==> src/rtl/recon_frame_reader.sv <==
// ---------------------------------------------------------------------------
// recon_frame_reader
//
// Reads one saved frame of window sizes out of the reconstruction memory and
// streams it downstream as intensity pixels, PIX_PER_BEAT pixels per beat.
//
// A two-slot line buffer sits between the memory read port and the output.
// Reads are only issued while (buffered lines + reads in flight) < 2, so a
// line returning from memory always has a free slot to land in. This lets the
// block absorb the fixed memory latency and arbitrary downstream stalls.
//
// Ports
//   clk_200M   : clock
//   rst_200M   : synchronous active-high reset
//   save_done  : one-cycle pulse, a complete frame is in memory
//   addr_q     : memory read address (line number)
//   ce0        : memory read enable, one cycle per line
//   q0         : memory read data, valid RD_LAT cycles after ce0
//   m_data     : output beat, pixel k in m_data[8k+:8]
//   m_valid    : output beat valid
//   m_ready    : downstream accept
//   m_user     : first beat of the frame
//   m_last     : last beat of the frame
//   busy       : a readout is in progress
//   overrun    : sticky, save_done arrived while busy
// ---------------------------------------------------------------------------
module recon_frame_reader #(
    parameter int LINES        = 5000,
    parameter int PIX_PER_LINE = 50,
    parameter int PIX_PER_BEAT = 10,
    parameter int RD_LAT       = 2,
    localparam int AW          = (LINES > 1) ? $clog2(LINES) : 1
) (
    input  logic                      clk_200M,
    input  logic                      rst_200M,
    input  logic                      save_done,
    output logic [AW-1:0]             addr_q,
    output logic                      ce0,
    input  logic [8*PIX_PER_LINE-1:0] q0,
    output logic [8*PIX_PER_BEAT-1:0] m_data,
    output logic                      m_valid,
    input  logic                      m_ready,
    output logic                      m_user,
    output logic                      m_last,
    output logic                      busy,
    output logic                      overrun
);

    localparam int BPL = PIX_PER_LINE / PIX_PER_BEAT;
    localparam int BW  = (BPL > 1) ? $clog2(BPL) : 1;
    localparam int LW  = 8 * PIX_PER_LINE;
    localparam int DW  = 8 * PIX_PER_BEAT;

    localparam logic [AW-1:0] LAST_LINE = AW'(LINES - 1);
    localparam logic [BW-1:0] LAST_BEAT = BW'(BPL - 1);

    localparam logic [1:0] S_IDLE  = 2'd0;
    localparam logic [1:0] S_READ  = 2'd1;
    localparam logic [1:0] S_DRAIN = 2'd2;

    genvar gi;

    // ------------------------------------------------------------------
    // State
    // ------------------------------------------------------------------
    logic [1:0]        state_q, state_d;
    logic [AW-1:0]     ra_q, ra_d;          // next line to request
    logic [RD_LAT-1:0] pipe_q, pipe_d;      // reads in the memory pipeline
    logic [LW-1:0]     lbuf_q [2];
    logic              wr_ptr_q;
    logic              rd_ptr_q;
    logic [1:0]        occ_q;               // lines held in lbuf_q
    logic [BW-1:0]     beat_q;              // beat within the head line
    logic [AW-1:0]     oline_q;             // line currently being output
    logic              overrun_q;

    logic              xfer;
    logic              line_done;
    logic              frame_done;
    logic              capture;
    logic              start;
    logic              issue;
    logic [AW-1:0]     issue_addr;
    logic [7:0]        used;

    // Credit accounting: a read is "used" from the cycle ce0 is high
    // until its line has been fully sent.
    always_comb begin
        used = 8'(occ_q) + 8'(ce0);
        for (int i = 0; i < RD_LAT; i++) begin
            used = used + 8'(pipe_q[i]);
        end
    end

    // ce0 is a register, so the read presented in a cycle was decided in
    // the previous one; the pipeline stages therefore start from ce0 and
    // the last stage marks the cycle in which q0 carries that line.
    always_comb begin
        pipe_d    = pipe_q;
        pipe_d[0] = ce0;
        for (int i = 1; i < RD_LAT; i++) begin
            pipe_d[i] = pipe_q[i-1];
        end
    end

    assign capture    = pipe_q[RD_LAT-1];
    assign m_valid    = (occ_q != 2'd0);
    assign xfer       = m_valid & m_ready;
    assign line_done  = xfer && (beat_q == LAST_BEAT);
    assign frame_done = line_done && (oline_q == LAST_LINE);
    assign busy       = (state_q != S_IDLE);
    assign overrun    = overrun_q;

    // The first read goes out together with the IDLE->READ transition so
    // that line 0 is on the address bus the cycle after save_done.
    assign start      = (state_q == S_IDLE) && save_done;
    assign issue      = start || ((state_q == S_READ) && (used < 8'd2));
    assign issue_addr = start ? '0 : ra_q;

    always_comb begin
        state_d = state_q;
        ra_d    = ra_q;
        if (issue) begin
            if (issue_addr == LAST_LINE) begin
                state_d = S_DRAIN;
                ra_d    = '0;
            end else begin
                state_d = S_READ;
                ra_d    = issue_addr + AW'(1);
            end
        end else if ((state_q == S_DRAIN) && frame_done) begin
            state_d = S_IDLE;
        end
    end

    always_ff @(posedge clk_200M) begin
        if (rst_200M) begin
            state_q   <= S_IDLE;
            ra_q      <= '0;
            addr_q    <= '0;
            ce0       <= 1'b0;
            pipe_q    <= '0;
            wr_ptr_q  <= 1'b0;
            rd_ptr_q  <= 1'b0;
            occ_q     <= 2'd0;
            beat_q    <= '0;
            oline_q   <= '0;
            overrun_q <= 1'b0;
        end else begin
            state_q <= state_d;
            ra_q    <= ra_d;
            ce0     <= issue;
            if (issue) begin
                addr_q <= issue_addr;
            end
            pipe_q <= pipe_d;
            if (capture) begin
                wr_ptr_q <= ~wr_ptr_q;
            end
            if (line_done) begin
                rd_ptr_q <= ~rd_ptr_q;
            end
            occ_q <= occ_q + 2'(capture) - 2'(line_done);
            if (xfer) begin
                beat_q <= line_done ? '0 : beat_q + BW'(1);
            end
            if (line_done) begin
                oline_q <= frame_done ? '0 : oline_q + AW'(1);
            end
            // busy already covers the cycle of the final DRAIN->IDLE step.
            if (save_done && busy) begin
                overrun_q <= 1'b1;
            end
        end
    end

    // Line buffer; a slot is only rewritten after its line has been sent,
    // which keeps the presented beat stable during a stall.
    always_ff @(posedge clk_200M) begin
        if (rst_200M) begin
            lbuf_q[0] <= '0;
            lbuf_q[1] <= '0;
        end else if (capture) begin
            lbuf_q[wr_ptr_q] <= q0;
        end
    end

    // ------------------------------------------------------------------
    // Output slicing and pixel map
    // ------------------------------------------------------------------
    logic [LW-1:0] head_line;
    logic [DW-1:0] beat_words [BPL];
    logic [DW-1:0] beat_sel;

    assign head_line = lbuf_q[rd_ptr_q];

    generate
        for (gi = 0; gi < BPL; gi++) begin : g_slice
            assign beat_words[gi] = head_line[gi*DW +: DW];
        end
    endgenerate

    assign beat_sel = beat_words[beat_q];

    // Window size 255 means no spike in the window: black. Otherwise a
    // shorter window is a brighter pixel.
    generate
        for (gi = 0; gi < PIX_PER_BEAT; gi++) begin : g_pix
            logic [7:0] v;
            assign v = beat_sel[gi*8 +: 8];
            assign m_data[gi*8 +: 8] = !m_valid      ? 8'd0 :
                                       (v == 8'hFF)  ? 8'd0 :
                                                       (8'hFF - v);
        end
    endgenerate

    assign m_user = m_valid && (beat_q == '0) && (oline_q == '0);
    assign m_last = m_valid && (beat_q == LAST_BEAT) && (oline_q == LAST_LINE);

endmodule

==> config.mk <==
export PLATFORM = sky130hd
export DESIGN_NAME = recon_frame_reader
export DESIGN_NICKNAME = d
export VERILOG_FILES = /design/src/rtl/recon_frame_reader.sv
export SDC_FILE = /design/constraint.sdc
export NUM_CORES = 1
export LEC_CHECK = 0
export BUFFER_PORTS_ARGS = -buffer_cell sky130_fd_sc_hd__buf_4
export CAP_MARGIN = 25
export CORE_AREA = 3 3 276 278
export DETAILED_ROUTE_END_ITERATION = 16
export DIE_AREA = 0 0 279 281
export PLACE_DENSITY = 0.75
export SETUP_SLACK_MARGIN = 0.4
export SYNTH_ARGS = -nofsm -noshare
export SYNTH_HDL_FRONTEND = slang
export SYNTH_SLANG_ARGS = --single-unit
==> constraint.sdc <==
create_clock -name clk_200M -period 15.1 [get_ports clk_200M]
set_clock_uncertainty 0.1 [all_clocks]
set_input_delay 4.53 -clock clk_200M [delete_from_list [all_inputs] [get_ports clk_200M]]
set_output_delay 4.53 -clock clk_200M [all_outputs]
set_load 0.1 [all_outputs]
==> results.json <==
{
  "cts_tree": "built",
  "synth_top_family_by_area": "simple AND/OR/NAND/NOR gates",
  "port_buffers": 502,
  "antenna_found_initial": 31,
  "post_cts_buffers": 0,
  "design_area_um2": 45700,
  "slew_viol_final": 0,
  "rsz0062_at_grt": "no",
  "ir_drop_mv": 0.0866,
  "wire_per_inst_um": 23.1,
  "drt_pre_antenna_iters": 5,
  "grtUsageMet1_pct": 29.3,
  "fmax_ghz": 0.119,
  "r2r_cells": 3,
  "syn_inst": 2471,
  "cp.required_ps": 10470,
  "die_w_um": 279,
  "synth_top_area_cell": "edfxtp_1",
  "synth_adder_area_share_pct": 0.334,
  "ctsHoldBuffers": 0,
  "synth.distinct_cells": 46,
  "met2_usage_pct": 38.6,
  "max-clock-path-buffers": 3,
  "drv_cap": 0,
  "vias": 22249,
  "busiest_layer": "met2",
  "drc_errors": 0,
  "die_area_um2": 78400,
  "hold_path_end": "addr_q[2]",
  "grt-ovfl-total": 0,
  "drt-total-wl_um": 91400,
  "grt_max_degree": 207,
  "path_max_fanout": 45,
  "final_util_pct": 61.6,
  "cts-resized-gates": 0,
  "syn_area_um2": 38300,
  "async_flop_share_pct": 0,
  "yosysSeqAreaShare_pct": 65.6,
  "syn_to_final_growth_pct": 19.5,
  "fin_crit_sh_pct": 55.6,
  "post_route_cells_drive_above_1_share_pct": 27.8,
  "criticalPathCategory": "flip-flop to output pin",
  "rr_endpoint": "lbuf_q[1][196]",
  "rows": 100,
  "max_slew.worst_pin.slew_ps": 1210,
  "outcome": "finished, final reports clean",
  "nNetsFinal": 3312,
  "hold_viol_final": 0,
  "r2r-start": "pipe_q[1]",
  "synthMuxAreaShare_pct": 13.6,
  "gr-usage-met3_pct": 6.07,
  "setup_violations": 0,
  "io_pins": 503,
  "yosys_warnings": 0,
  "synth_nets": 2884,
  "clock_latency_ps": 610,
  "synthTopCellsByArea": "edfxtp_1 (63%), and2_1 (13%), mux4_2 (9.4%), mux2i_1 (4.2%), dfxtp_1 (2.8%)",
  "avgSynthCellArea_um2": 15.5,
  "grt_use_total_pct": 23.1,
  "placed_area_um2": 42800,
  "htreeDepth": 3,
  "final_period_minus_worst_setup_slack_ps": 8390,
  "hold_depth": 2,
  "setup.worst_path.start_class": "flip-flop",
  "die_y_um": 281,
  "reg2reg_slack_ps": 11560,
  "synth_edf_count": 800,
  "min_path_type": "flip-flop to flip-flop",
  "synth_seq_cells": 853,
  "grt_pass1_vias": 23469,
  "grt_pass1_wl_um": 139000,
  "drt-initial-drc-count": 1802,
  "clkSlewWorstSetupHoldPaths_ps": 60,
  "hpwl_um": 55900,
  "numCtsBuffers": 88,
  "slew_headroom_pct": 19.2,
  "fin_tns_setup_ps": 0,
  "start_util_pct": 51.6,
  "synth-xor-area-share_pct": 0.435,
  "via_per_inst": 5.62,
  "cp.arrival_ps": 3760,
  "cts_root_buffer": "clkbuf_16",
  "power.leakage_nw": 17.4,
  "worst_setup_path_end_kind": "output pin",
  "ant_nets": 0,
  "synth-simple-area-share_pct": 14.9,
  "holdCritStartpoint": "addr_q[2]",
  "synth_compound_area_share_pct": 3.18,
  "cts_sinks": 853,
  "gp_congestion": 0.853,
  "synth_flop_cell": "edfxtp_1",
  "coreArea_um2": 74200,
  "num-fill-cells": 5498,
  "power_density_nw_per_um2": 114,
  "finalPower_mw": 5.20,
  "synth_top_cell_area_share_pct": 62.8
}
## worst max path at each step
| stage | slack (ps) | from | cells after the start | endpoint |
|---|---|---|---|---|
| 2_1_floorplan | 1440 | rst_200M | 2 | lbuf_q[0][0] |
| 3_3_place_gp | 7140 | rst_200M | 6 | lbuf_q[0][202] |
| 3_5_place_dp | 7010 | rst_200M | 6 | lbuf_q[0][195] |
| 4_1_cts | 6550 | flip-flop | 5 | m_data[46] |
| 5_1_grt | 6440 | flip-flop | 5 | m_data[7] |
| 6_report | 6710 | beat_q[0] | 5 | m_data[77] |
## cells in the mapped netlist, drive strengths merged, types with 2 or more instances
cell / number
xor2: 5
o31a: 2
o21ai: 10
a21oi: 27
o221ai: 2
or2: 4
and2: 802
or4: 4
inv: 13
nor4: 5
nor2b: 3
and4b: 2
o22ai: 2
o211ai: 3
fa: 2
nor2: 28
clkbuf: 162
mux4: 160
and3: 3
dfxtp: 53
ha: 7
o221a: 80
nor3: 6
buf: 24
nand4: 12
nor4b: 2
mux2i: 160
and4: 2
nand2: 45
or3: 3
a311oi: 2
edfxtp: 800
nand3: 13
xnor2: 14
nand4b: 2
## area by class of cell
class                           instances  area, µm²  share of cell area, %
Antenna cell                           26       65.1                  0.142
Clock buffer                          107       2330                   5.09
Clock inverter                         49        489                   1.07
Inverter                               13       53.8                  0.118
Multi-Input combinational cell       1419      12400                   27.2
Sequential cell                       853      25100                   54.9
Tap cell                              969       1210                   2.65
Timing Repair Buffer                  524       4040                   8.83
## metal layers
metal	up-vias	share of wire, %
met5	-	0.079
met4	10	2.7
met3	149	7.9
met2	732	51
met1	11275	39
li1	10083	-
## through the flow
step	cells	setup slack, ps	hold WS, ps
final	3960	6710	358
after global routing	3954	6440	388
after CTS	3932	6550	362
after detailed placement	3776	7010	354
after global placement	3776	7140	345
after floorplan	2471	1440	359
## critical path, cell delays in order (launching register included)
cell and delay [ps]:
dfxtp_4 850, inv_2 170, nand3_4 590, buf_4 710, o221a_1 370, buf_4 320
## kinds of logic (layout without fill, tap and decap cells)
kind of cell    count (synthesis)  after routing
mux                           320            320
compound gates                133            133
other cells                     0             26
fa+ha+maj                       9              9
xor+xnor                       19             19
flops                         853            853
buf+inv                       199            693
simple gates                  938            938
## sequential cells by signal, indices dropped and copies added (netlist names), named ones only
name and count:
wr_ptr_q 1, pipe_q 2, addr_q 13, ra_q 13, occ_q 2, beat_q 3, overrun 1, state_q 2
oline_q 13, ce0 1, rd_ptr_q 1, lbuf_q 800
## power by group
group / total [mW] / switching (mW) / internal (mW)
combinational: 0.353 / 0.208 / 0.145
sequential: 2.71 / 0.0286 / 2.68
clock: 2.14 / 0.890 / 1.25
total: 5.20 / 1.13 / 4.07
## cells in the final DEF, fill, tap and decap left out, types with 5 or more instances in the layout
cell | netlist | final
clkinv_1 | 0 | 15
nor4_1 | 5 | 5
nor2_1 | 28 | 28
clkbuf_1 | 162 | 16
nand2_1 | 45 | 45
mux4_2 | 160 | 160
xnor2_1 | 14 | 14
dfxtp_1 | 53 | 50
diode_2 | 0 | 26
buf_4 | 0 | 517
nor3_1 | 6 | 6
ha_1 | 7 | 7
o21ai_0 | 7 | 7
mux2i_1 | 160 | 160
xor2_1 | 5 | 5
clkinvlp_4 | 0 | 6
nand3_1 | 13 | 12
clkbuf_16 | 0 | 90
inv_1 | 9 | 9
o221a_1 | 80 | 80
nand4_1 | 12 | 12
a21oi_1 | 27 | 27
edfxtp_1 | 800 | 800
and2_1 | 802 | 802
bufinv_16 | 0 | 9
buf_12 | 0 | 5
clkinv_2 | 0 | 14
(Power assumes the default switching activity.)
